## src/rtl/exu_trap_pkg.sv

```systemverilog
// Shared definitions for the exu_trap slice: FSM state encoding, mcause constants,
// and the interrupt-line bundle type.
package exu_trap_pkg;

  localparam logic [2:0] ST_IDLE  = 3'd0;
  localparam logic [2:0] ST_DRAIN = 3'd1;
  localparam logic [2:0] ST_TRAP  = 3'd2;
  localparam logic [2:0] ST_MRET  = 3'd3;
  localparam logic [2:0] ST_REDIR = 3'd4;

  localparam logic [31:0] CAUSE_ILGL  = 32'd2;
  localparam logic [31:0] CAUSE_BRK   = 32'd3;
  localparam logic [31:0] CAUSE_ECALL = 32'd11;
  localparam logic [31:0] CAUSE_MEI   = 32'h8000_000B;
  localparam logic [31:0] CAUSE_MSI   = 32'h8000_0003;
  localparam logic [31:0] CAUSE_MTI   = 32'h8000_0007;

  typedef struct packed {
    logic ext;
    logic sft;
    logic tmr;
  } irq_t;

endpackage

```

## src/rtl/exu_trap_if.sv

```systemverilog
// Commit-slot, CSR-file and fetch-redirect signals of the trap sequencer.
// The slave modport is the sequencer's view; master is the surrounding pipeline.
interface exu_trap_if;
  logic        cmt_valid;
  logic [31:0] cmt_pc;
  logic        cmt_ecall;
  logic        cmt_ebreak;
  logic        cmt_ilgl;
  logic        cmt_mret;
  logic        cmt_kill;
  logic        in_retr;
  logic        ext_ip;
  logic        tmr_ip;
  logic        sft_ip;
  logic        mstatus_mie;
  logic        meie;
  logic        mtie;
  logic        msie;
  logic        lsu_idle;
  logic [31:0] cmtvec;
  logic [31:0] cmepc;
  logic        int_ena;
  logic [31:0] i_mcause;
  logic [31:0] epc_pc;
  logic        mret_ena;
  logic        redir_valid;
  logic [31:0] redir_pc;
  logic        redir_ready;
  logic        stall;
  logic        drain_to_err;

  modport slave (
    input  cmt_valid, cmt_pc, cmt_ecall, cmt_ebreak, cmt_ilgl, cmt_mret,
    input  ext_ip, tmr_ip, sft_ip, mstatus_mie, meie, mtie, msie,
    input  lsu_idle, cmtvec, cmepc, redir_ready,
    output cmt_kill, in_retr, int_ena, i_mcause, epc_pc, mret_ena,
    output redir_valid, redir_pc, stall, drain_to_err
  );

  modport master (
    output cmt_valid, cmt_pc, cmt_ecall, cmt_ebreak, cmt_ilgl, cmt_mret,
    output ext_ip, tmr_ip, sft_ip, mstatus_mie, meie, mtie, msie,
    output lsu_idle, cmtvec, cmepc, redir_ready,
    input  cmt_kill, in_retr, int_ena, i_mcause, epc_pc, mret_ena,
    input  redir_valid, redir_pc, stall, drain_to_err
  );
endinterface

```

## src/rtl/exu_trap_prio.sv

```systemverilog
// Combinational trap priority encoder: exceptions beat mret, mret beats interrupts,
// and interrupts rank MEI > MSI > MTI.
module exu_trap_prio
  import exu_trap_pkg::*;
(
  input  logic        ilgl,
  input  logic        ebreak,
  input  logic        ecall,
  input  logic        mret,
  input  logic        mie,
  input  irq_t        ip,
  input  irq_t        ie,
  output logic        trap_evt,
  output logic        mret_evt,
  output logic [31:0] cause
);

  irq_t act_s;
  logic excp_s;
  logic int_pend_s;

  assign act_s      = irq_t'(ip & ie);
  assign excp_s     = ilgl | ebreak | ecall;
  assign int_pend_s = mie & (act_s.ext | act_s.sft | act_s.tmr);
  assign trap_evt   = excp_s | (int_pend_s & ~mret);
  assign mret_evt   = mret & ~excp_s;

  // Cause selection in fixed priority order.
  always_comb begin
    cause = CAUSE_MTI;
    if (ilgl) begin
      cause = CAUSE_ILGL;
    end else if (ebreak) begin
      cause = CAUSE_BRK;
    end else if (ecall) begin
      cause = CAUSE_ECALL;
    end else if (act_s.ext) begin
      cause = CAUSE_MEI;
    end else if (act_s.sft) begin
      cause = CAUSE_MSI;
    end else begin
      cause = CAUSE_MTI;
    end
  end

endmodule

```

## src/rtl/exu_trap.sv

```systemverilog
// Trap sequencer ahead of the execute-stage CSR file: trap entry, mret and fetch redirect.
// Build macro EXCP_VECTORED_EN enables vectored interrupt targets when cmtvec[1:0]==2'b01.
module exu_trap
  import exu_trap_pkg::*;
#(
  parameter int unsigned DRAIN_TO = 32'd255
) (
  input logic       clk,
  input logic       rst_n,
  exu_trap_if.slave bus
);

  localparam logic [7:0] DRAIN_LAST = 8'(DRAIN_TO - 32'd1);

  logic [2:0]  state_q, state_d;
  logic [7:0]  cnt_q, cnt_d;
  logic [31:0] cause_q, cause_d;
  logic [31:0] epc_q, epc_d;
  logic        int_ena_q, int_ena_d;
  logic        mret_ena_q, mret_ena_d;
  logic        redir_valid_q, redir_valid_d;
  logic        stall_q, stall_d;
  logic        drain_to_err_q, drain_to_err_d;
  logic [31:0] i_mcause_q, i_mcause_d;
  logic [31:0] epc_pc_q, epc_pc_d;
  logic [31:0] redir_pc_q, redir_pc_d;

  logic        kill_s;
  logic        retr_s;
  logic        timeout_s;
  logic        trap_evt_s;
  logic        mret_evt_s;
  logic [31:0] prio_cause_s;
  logic [31:0] tvec_base_s;
  logic [31:0] trap_tgt_s;
  irq_t        ip_s;
  irq_t        ie_s;

  assign ip_s = '{ext: bus.ext_ip, sft: bus.sft_ip, tmr: bus.tmr_ip};
  assign ie_s = '{ext: bus.meie,   sft: bus.msie,   tmr: bus.mtie};

  exu_trap_prio u_prio (
    .ilgl     (bus.cmt_ilgl),
    .ebreak   (bus.cmt_ebreak),
    .ecall    (bus.cmt_ecall),
    .mret     (bus.cmt_mret),
    .mie      (bus.mstatus_mie),
    .ip       (ip_s),
    .ie       (ie_s),
    .trap_evt (trap_evt_s),
    .mret_evt (mret_evt_s),
    .cause    (prio_cause_s)
  );

  assign tvec_base_s = {bus.cmtvec[31:2], 2'b00};

`ifdef EXCP_VECTORED_EN
  // Interrupts in vectored mode land on base + 4*code; exceptions always use the base.
  assign trap_tgt_s = (bus.cmtvec[1:0] == 2'b01 && cause_q[31])
                    ? tvec_base_s + {25'd0, cause_q[4:0], 2'b00}
                    : tvec_base_s;
`else
  logic unused_mode_s;
  assign unused_mode_s = ^bus.cmtvec[1:0];
  assign trap_tgt_s    = tvec_base_s;
`endif

  // Next-state logic and the commit-slot kill/retire decision.
  always_comb begin
    state_d   = state_q;
    cnt_d     = cnt_q;
    cause_d   = cause_q;
    epc_d     = epc_q;
    kill_s    = 1'b0;
    retr_s    = 1'b0;
    timeout_s = 1'b0;
    case (state_q)
      ST_IDLE: begin
        if (bus.cmt_valid) begin
          if (trap_evt_s) begin
            kill_s  = 1'b1;
            cause_d = prio_cause_s;
            epc_d   = bus.cmt_pc;
            cnt_d   = 8'd0;
            state_d = bus.lsu_idle ? ST_TRAP : ST_DRAIN;
          end else if (mret_evt_s) begin
            retr_s  = 1'b1;
            state_d = ST_MRET;
          end else begin
            retr_s  = 1'b1;
          end
        end else begin
          state_d = ST_IDLE;
        end
      end
      ST_DRAIN: begin
        if (bus.lsu_idle) begin
          state_d = ST_TRAP;
        end else if (cnt_q == DRAIN_LAST) begin
          timeout_s = 1'b1;
          state_d   = ST_TRAP;
        end else begin
          cnt_d = cnt_q + 8'd1;
        end
      end
      ST_TRAP:  state_d = ST_REDIR;
      ST_MRET:  state_d = ST_REDIR;
      ST_REDIR: begin
        if (bus.redir_ready) begin
          state_d = ST_IDLE;
        end else begin
          state_d = ST_REDIR;
        end
      end
      default:  state_d = ST_IDLE;
    endcase
  end

  // Strobes follow the next state so each lines up with the cycle its state is held.
  always_comb begin
    int_ena_d      = (state_d == ST_TRAP);
    mret_ena_d     = (state_d == ST_MRET);
    redir_valid_d  = (state_d == ST_REDIR);
    stall_d        = (state_d != ST_IDLE);
    drain_to_err_d = timeout_s;
    i_mcause_d     = (state_d == ST_TRAP) ? cause_d : i_mcause_q;
    epc_pc_d       = (state_d == ST_TRAP) ? epc_d : epc_pc_q;
    case (state_q)
      ST_TRAP: redir_pc_d = trap_tgt_s;
      ST_MRET: redir_pc_d = bus.cmepc;
      default: redir_pc_d = redir_pc_q;
    endcase
  end

  // State and output registers with synchronous active-low reset.
  always_ff @(posedge clk) begin
    if (!rst_n) begin
      state_q        <= ST_IDLE;
      cnt_q          <= 8'd0;
      cause_q        <= 32'd0;
      epc_q          <= 32'd0;
      int_ena_q      <= 1'b0;
      mret_ena_q     <= 1'b0;
      redir_valid_q  <= 1'b0;
      stall_q        <= 1'b0;
      drain_to_err_q <= 1'b0;
      i_mcause_q     <= 32'd0;
      epc_pc_q       <= 32'd0;
      redir_pc_q     <= 32'd0;
    end else begin
      state_q        <= state_d;
      cnt_q          <= cnt_d;
      cause_q        <= cause_d;
      epc_q          <= epc_d;
      int_ena_q      <= int_ena_d;
      mret_ena_q     <= mret_ena_d;
      redir_valid_q  <= redir_valid_d;
      stall_q        <= stall_d;
      drain_to_err_q <= drain_to_err_d;
      i_mcause_q     <= i_mcause_d;
      epc_pc_q       <= epc_pc_d;
      redir_pc_q     <= redir_pc_d;
    end
  end

  assign bus.cmt_kill     = kill_s;
  assign bus.in_retr      = retr_s;
  assign bus.int_ena      = int_ena_q;
  assign bus.mret_ena     = mret_ena_q;
  assign bus.redir_valid  = redir_valid_q;
  assign bus.redir_pc     = redir_pc_q;
  assign bus.stall        = stall_q;
  assign bus.drain_to_err = drain_to_err_q;
  assign bus.i_mcause     = i_mcause_q;
  assign bus.epc_pc       = epc_pc_q;

endmodule

```

## src/flat_wrapper.sv

```systemverilog
// flat-port wrapper written by rule: the top's interface ports become plain ports
module exu_trap_flat import exu_trap_pkg::*;
#(
  parameter int unsigned DRAIN_TO = 32'd255
)
  (clk, rst_n, bus_cmt_valid, bus_cmt_pc, bus_cmt_ecall, bus_cmt_ebreak, bus_cmt_ilgl, bus_cmt_mret, bus_ext_ip, bus_tmr_ip, bus_sft_ip, bus_mstatus_mie, bus_meie, bus_mtie, bus_msie, bus_lsu_idle, bus_cmtvec, bus_cmepc, bus_redir_ready, bus_cmt_kill, bus_in_retr, bus_int_ena, bus_i_mcause, bus_epc_pc, bus_mret_ena, bus_redir_valid, bus_redir_pc, bus_stall, bus_drain_to_err);
  exu_trap_if bus_i ();
  input logic clk;
  input logic rst_n;
  input wire logic [$bits(bus_i.cmt_valid)-1:0] bus_cmt_valid;
  input wire logic [$bits(bus_i.cmt_pc)-1:0] bus_cmt_pc;
  input wire logic [$bits(bus_i.cmt_ecall)-1:0] bus_cmt_ecall;
  input wire logic [$bits(bus_i.cmt_ebreak)-1:0] bus_cmt_ebreak;
  input wire logic [$bits(bus_i.cmt_ilgl)-1:0] bus_cmt_ilgl;
  input wire logic [$bits(bus_i.cmt_mret)-1:0] bus_cmt_mret;
  input wire logic [$bits(bus_i.ext_ip)-1:0] bus_ext_ip;
  input wire logic [$bits(bus_i.tmr_ip)-1:0] bus_tmr_ip;
  input wire logic [$bits(bus_i.sft_ip)-1:0] bus_sft_ip;
  input wire logic [$bits(bus_i.mstatus_mie)-1:0] bus_mstatus_mie;
  input wire logic [$bits(bus_i.meie)-1:0] bus_meie;
  input wire logic [$bits(bus_i.mtie)-1:0] bus_mtie;
  input wire logic [$bits(bus_i.msie)-1:0] bus_msie;
  input wire logic [$bits(bus_i.lsu_idle)-1:0] bus_lsu_idle;
  input wire logic [$bits(bus_i.cmtvec)-1:0] bus_cmtvec;
  input wire logic [$bits(bus_i.cmepc)-1:0] bus_cmepc;
  input wire logic [$bits(bus_i.redir_ready)-1:0] bus_redir_ready;
  output wire logic [$bits(bus_i.cmt_kill)-1:0] bus_cmt_kill;
  output wire logic [$bits(bus_i.in_retr)-1:0] bus_in_retr;
  output wire logic [$bits(bus_i.int_ena)-1:0] bus_int_ena;
  output wire logic [$bits(bus_i.i_mcause)-1:0] bus_i_mcause;
  output wire logic [$bits(bus_i.epc_pc)-1:0] bus_epc_pc;
  output wire logic [$bits(bus_i.mret_ena)-1:0] bus_mret_ena;
  output wire logic [$bits(bus_i.redir_valid)-1:0] bus_redir_valid;
  output wire logic [$bits(bus_i.redir_pc)-1:0] bus_redir_pc;
  output wire logic [$bits(bus_i.stall)-1:0] bus_stall;
  output wire logic [$bits(bus_i.drain_to_err)-1:0] bus_drain_to_err;
  assign bus_i.cmt_valid = bus_cmt_valid;
  assign bus_i.cmt_pc = bus_cmt_pc;
  assign bus_i.cmt_ecall = bus_cmt_ecall;
  assign bus_i.cmt_ebreak = bus_cmt_ebreak;
  assign bus_i.cmt_ilgl = bus_cmt_ilgl;
  assign bus_i.cmt_mret = bus_cmt_mret;
  assign bus_i.ext_ip = bus_ext_ip;
  assign bus_i.tmr_ip = bus_tmr_ip;
  assign bus_i.sft_ip = bus_sft_ip;
  assign bus_i.mstatus_mie = bus_mstatus_mie;
  assign bus_i.meie = bus_meie;
  assign bus_i.mtie = bus_mtie;
  assign bus_i.msie = bus_msie;
  assign bus_i.lsu_idle = bus_lsu_idle;
  assign bus_i.cmtvec = bus_cmtvec;
  assign bus_i.cmepc = bus_cmepc;
  assign bus_i.redir_ready = bus_redir_ready;
  assign bus_cmt_kill = bus_i.cmt_kill;
  assign bus_in_retr = bus_i.in_retr;
  assign bus_int_ena = bus_i.int_ena;
  assign bus_i_mcause = bus_i.i_mcause;
  assign bus_epc_pc = bus_i.epc_pc;
  assign bus_mret_ena = bus_i.mret_ena;
  assign bus_redir_valid = bus_i.redir_valid;
  assign bus_redir_pc = bus_i.redir_pc;
  assign bus_stall = bus_i.stall;
  assign bus_drain_to_err = bus_i.drain_to_err;
  exu_trap #(.DRAIN_TO(DRAIN_TO)) u_core (.clk(clk), .rst_n(rst_n), .bus(bus_i));
endmodule
```

## config.mk

```make
export PLATFORM = sky130hd
export DESIGN_NAME = exu_trap_flat
export DESIGN_NICKNAME = d
export VERILOG_FILES = /design/src/rtl/exu_trap_pkg.sv /design/src/rtl/exu_trap_if.sv /design/src/rtl/exu_trap_prio.sv /design/src/rtl/exu_trap.sv /design/src/flat_wrapper.sv
export SDC_FILE = /design/constraint.sdc
export NUM_CORES = 1
export LEC_CHECK = 0
export CORE_MARGIN = 1.5
export CORE_UTILIZATION = 45
export CTS_BUF_LIST = sky130_fd_sc_hd__clkbuf_8
export DETAILED_ROUTE_END_ITERATION = 8
export PLACE_DENSITY = 0.76
export SYNTH_ARGS = -nofsm -noshare
export SYNTH_HDL_FRONTEND = slang
export SYNTH_HIERARCHICAL = 1
export SYNTH_SLANG_ARGS = --single-unit
```

## constraint.sdc

```tcl
create_clock -name clk -period 5.9 [get_ports clk]
set_input_delay 1.18 -clock clk [delete_from_list [all_inputs] [get_ports clk]]
set_output_delay 1.18 -clock clk [all_outputs]
set_load 0.01 [all_outputs]
```

After elaboration in Yosys (flattened, before gate mapping):

Index checks and enable logic that the tools add are counted.

* bits of input ports: 112
* word-level logic and storage cells: 77
* memories: 0
* register bits: 176
* memory bits (read-only): 0
* RAM bits: 0
* output and inout bits: 103
* bits in latches: 0

* eq/ne operators: 12
* bitwise gates (word level): 13
* shifts and indexed selects: 0
* reduce and logical (&&, ||, !) cells: 7
* $lt $le $gt $ge: 0
* div/mod/pow operators: 0
* multiplexer cells: 32
* $add $sub $neg: 1
* multipliers: 0

Operators with widths (count)
* 2-to-1 mux 32 bit: 9
* one-hot mux 32 bit (2 select lines): 1
* 2-to-1 mux 8 bit: 4
* 2-to-1 mux 3 bit: 7
* one-hot mux 8 bit (2 select lines): 1
* == test 3 x 2 -> 1 bit (second input constant): 4
* one-hot mux 3 bit (4 select lines): 1
* adder 8 x 1 -> 8 bit (second input constant): 1
* == test 8 bit (second input constant): 1
* 2-to-1 mux 1 bit: 7
* == test 3 bit (second input constant): 2
* inequality test 2 bit (second input constant): 3
* bitwise OR 1 bit: 5
* AND reduction 5 bit: 1
* 2-to-1 mux 4 bit: 1
* inverter 1 bit: 4
* nonzero test 2 bit: 2
* bitwise AND 1 bit: 3
* bitwise AND 3 bit: 1
* == test 3 x 1 -> 1 bit (second input constant): 1
* logical NOT 3 bit: 1
* nonzero test 3 bit: 1
* OR reduction 3 bit: 1
* 2-to-1 mux 2 bit: 1
* other kinds (2): 2

Depth between registers and ports, before layout:

* word-level depth: 10
* mapped depth: 10
* mapped depth without buffers: 7

Hierarchy:

Netlist, hierarchy kept.

By module, submodules not included
* exu_trap: instances 1, seq. area each 3523.4 µm², cells each 718, area an instance 7104.3 µm²
* exu_trap_prio: instances 1, seq. area each 0.0 µm², cells each 41, area an instance 284.0 µm²

Worst setup path before layout:

Ideal clock, no wire load.

* path type: input port to output port
* from: input port bus_sft_ip
* to: output port bus_cmt_kill
* arrival: 2.481 ns
* required time: 4.720 ns
* cell stages on the path: 7
* path buffers: 3
* path slack: 2.239 ns
* cell sequence: a222oi_1 o21ai_0 clkbuf_1 nand2_1 clkbuf_1 clkbuf_1 inv_1

* longest elaborated chain between the ends: 9

Ends and longest elaborated chain
* start, declared: line flat_wrapper.sv:18 `input wire logic [$bits(bus_i.sft_ip)-1:0] bus_sft_ip;`
* bitwise AND 3 bit: line exu_trap_prio.sv:22 `assign act_s = irq_t'(ip & ie);`
* bitwise OR 1 bit (2 in a row): line exu_trap_prio.sv:24 `assign int_pend_s = mie & (act_s.ext | act_s.sft | act_s.tmr);`
* bitwise AND 1 bit: line exu_trap_prio.sv:24
* bitwise AND 1 bit: line exu_trap_prio.sv:25 `assign trap_evt = excp_s | (int_pend_s & ~mret);`
* bitwise OR 1 bit: line exu_trap_prio.sv:25
* net u_core.trap_evt_s: line exu_trap.sv:31 `logic trap_evt_s;`
* 2-to-1 mux 1 bit: line exu_trap.sv:80 `if (trap_evt_s) begin`
* 2-to-1 mux 1 bit: line exu_trap.sv:79 `if (bus.cmt_valid) begin`
* 2-to-1 mux 1 bit: line exu_trap.sv:77 `case (state_q)`
* end, declared: line flat_wrapper.sv:27 `output wire logic [$bits(bus_i.cmt_kill)-1:0] bus_cmt_kill;`

The timed path passes the listed nets, and every way through them passes these cells.

Final worst setup path:

* from: input port bus_ext_ip
* to: output port bus_in_retr

* longest elaborated chain between the ends: 9

Ends and longest elaborated chain
* start, declared: line flat_wrapper.sv:16 `input wire logic [$bits(bus_i.ext_ip)-1:0] bus_ext_ip;`
* bitwise AND 3 bit: line exu_trap_prio.sv:22
* bitwise OR 1 bit (2 in a row): line exu_trap_prio.sv:24
* bitwise AND 1 bit: line exu_trap_prio.sv:24
* bitwise AND 1 bit: line exu_trap_prio.sv:25
* bitwise OR 1 bit: line exu_trap_prio.sv:25
* net u_core.trap_evt_s: line exu_trap.sv:31
* 2-to-1 mux 1 bit: line exu_trap.sv:80
* 2-to-1 mux 1 bit: line exu_trap.sv:79
* 2-to-1 mux 1 bit: line exu_trap.sv:77
* end, declared: line flat_wrapper.sv:28 `output wire logic [$bits(bus_i.in_retr)-1:0] bus_in_retr;`

The timed path passes the listed nets, and every way through them passes these cells.

==> metrics.yaml <==
grt_pass1_vias: 5682
clock_latency_ns: 0.44
placementRows: 46
post-cts-setup-buffers: 0
period_share_pct: 70.4
worstReg2RegEnd: "u_core/bus.epc_pc[5]"
hold_buffers: 0
drcViolationCount: 0
setup_viol: 0
synth_edf_count: 0
power_density_mw_per_mm2: 263
die-height_um: 131
dpl_cell_area_sq_mm: 0.00952
portBuffers: 212
cp_data_required_time_ns: 4.72
worst_slew_pin_slew_ns: 1.07
hold_slack_ns: 0.459
dp_hpwl_mm: 11.2
diodes: 0
synthFlopType: "dfxtp_1"
peakVddDrop_mv: 0.162
cts_root_buf: "clkbuf_8"
pwr-share-clk_pct: 34.0
rsz0062_at_grt: "false"
wire_per_inst_um: 14.5
ys_ff_latch: 176
crit_type: "in -> out"
place.gp.congestion: 0.739
yosysTopAreaCellShare_pct: 47.7
cts_made_buffers: 17
ys_types: 42
firstDrtPassIters: 6
synth_commonest_cells: "dfxtp_1 (176), nand2_1 (74), nand3_1 (69)"
yosys-top-cells-area: "dfxtp_1 (48%), mux2_4 (12%), and2_1 (5.4%)"
cts_tree: "done"
antenna_left: 0
fin_cells: 1171
power_mw: 2.62
synth_async_sr_flop_share_pct: 0
fin_area_sq_mm: 0.00996
worst-endpoint-arrival_ns: 2.97
grt_pass1_wl_mm: 28.2
hold_depth: 2
syn2layout_area_growth_pct: 34.8
power_switching_mw: 0.659
vias: 5781
clock_skew_ns: 0.0141
max_freq_mhz: 241
cts_max_level: 4
power.leakage_nw: 3.73
cts_sinks: 176
die_w_um: 131
dpl_worst_slack_ns: 1.68
drv_slew: 0
hold_end: "u_core/bus.redir_pc[1]"
synth-seq-area-share_pct: 47.7
finalSetupTns_ns: 0
rr_worst_depth: 5
drive_above_1_share_pct: 12.3
grt_max_degree: 66
wl_mm: 17.0
dr.first_iter.drc_count: 261
r2r_setup_slack_ns: 2.84
slew_headroom_pct: 28.5
fillCellCount: 1406
cts_resized: 0
dp.cells: 1139
syn_inst: 759
cp_max_fo: 8
intPower_mw: 1.96
cp-start-kind: "input pin"
period_minus_slack_ns: 4.15
cap_violations: 0
syn-cell-area_sq_mm: 0.00739
grt_usage_pct: 20.0
clockBufferDepth: 2
swShare_pct: 25.2
seqPwrFrac_pct: 49.3
vias_per_cell: 4.94
crit_path_end_kind: "output port"
hold_start: "u_core/bus.redir_pc[1]"
num-nets-final: 1056
hold_violations: 0
io_pins: 215
avgSynthCellArea_sq_um: 9.73
core_area_sq_mm: 0.0159
fin_util_pct: 62.5
antenna_found_initial: 0
min_path_type: "reg -> reg"
r2r-start: "u_core/state_q[0]"
status: "complete, no violations"
final.setup.worst_slack_ns: 1.75
initial_core_util_pct: 46.3
grt.overflow.total: 0
combPwrFrac_pct: 16.6
yosys.area.top_type: "dfxtp_1"
die_area_sq_mm: 0.0172
clk_pin_slew_worst_paths_ns: 0.08
synth_warnings: 6
yosysMostFrequentCell: "dfxtp_1"
==> worst max path at each step <==
stage,from,endpoint,cells past startpoint
after floorplan,bus_sft_ip,bus_cmt_kill,7
after global placement,bus_sft_ip,u_core/bus.epc_pc[4],9
after detailed placement,bus_ext_ip,u_core/bus.epc_pc[7],9
after CTS,bus_ext_ip,bus_in_retr,5
after global routing,bus_sft_ip,bus_in_retr,5
final,bus_ext_ip,bus_in_retr,5
==> critical path: stages <==
cell	delay [ns]
clkdlybuf4s50_1	0.44
a222oi_1	0.48
o21ai_4	0.18
nor2b_1	0.14
clkdlybuf4s50_1	0.55
==> cell type report <==
type | count | area, sq um | area share [%]
multi-input combinational | 518 | 3490 | 35.0
inverter | 6 | 23.8 | 0.239
tap | 216 | 270 | 2.71
timing repair buffer | 223 | 2210 | 22.2
sequential | 176 | 3520 | 35.4
clock buffer | 21 | 289 | 2.90
clock inverter | 11 | 151 | 1.52
==> cells in the final DEF, fill, tap and decap left out, types with 2 or more instances in the layout <==
cell type,synthesis,routed
nor2_1,46,46
dfxtp_1,176,175
buf_4,28,10
clkinv_2,0,2
clkdlybuf4s50_1,0,211
and2_1,64,64
nor3b_1,2,2
a211oi_1,31,31
mux2_4,60,60
conb_1,2,28
bufinv_16,0,3
nor4_1,3,3
clkinv_4,0,2
nand2_1,74,73
mux2i_1,30,30
nor2b_1,4,3
inv_6,0,4
nor3_1,4,4
xnor2_1,7,7
inv_1,5,6
nand3_1,69,69
ha_1,2,2
nand2b_1,3,3
nor4b_1,3,3
a21oi_1,67,67
mux2_2,4,4
clkbuf_8,0,21
==> power by group through the flow <==
| stage | clock network, mW | registers (mW) | logic [mW] |
|---|---|---|---|
| 6_report | 0.891 | 1.29 | 0.436 |
| 5_1_grt | 0.972 | 1.30 | 0.474 |
| 4_1_cts | 0.920 | 1.29 | 0.439 |
| 3_5_place_dp | 0 | 1.32 | 0.437 |
| 3_3_place_gp | 0 | 1.32 | 0.432 |
| 2_1_floorplan | 0 | 1.33 | 0.246 |
==> registers in the layout (all words and copies together), names as in the netlist <==
signal,count
u_core/cause_q,32
u_core/bus.drain_to_err,1
u_core/bus.int_ena,1
u_core/state_q,3
u_core/bus.redir_valid,1
u_core/bus.epc_pc,32
u_core/cnt_q,8
u_core/bus.mret_ena,1
u_core/bus.i_mcause,32
u_core/bus.stall,1
u_core/bus.redir_pc,32
u_core/epc_q,32
==> per-layer routing <==
layer	vias up	routed length (um)	global-route usage (%)
met5	-	0	0
met3	21	1050	5.75
met1	2689	7510	24.7
met4	0	342	6.68
li1	2892	-	-
met2	179	8120	33.3
==> kinds of logic after synthesis <==
logic type | after synthesis | share of synthesized area [%]
AOI/OAI and AO/OA | 108 | 8.64
xor gates and xnor gates | 7 | 0.830
adders and majority gates | 2 | 0.339
buffers and inverters | 91 | 6.74
DFF | 176 | 47.7
muxes | 94 | 16.9
other | 2 | 0.102
and+or+nand+nor | 279 | 18.8
Note: power is estimated with default switching activity, not from simulation.
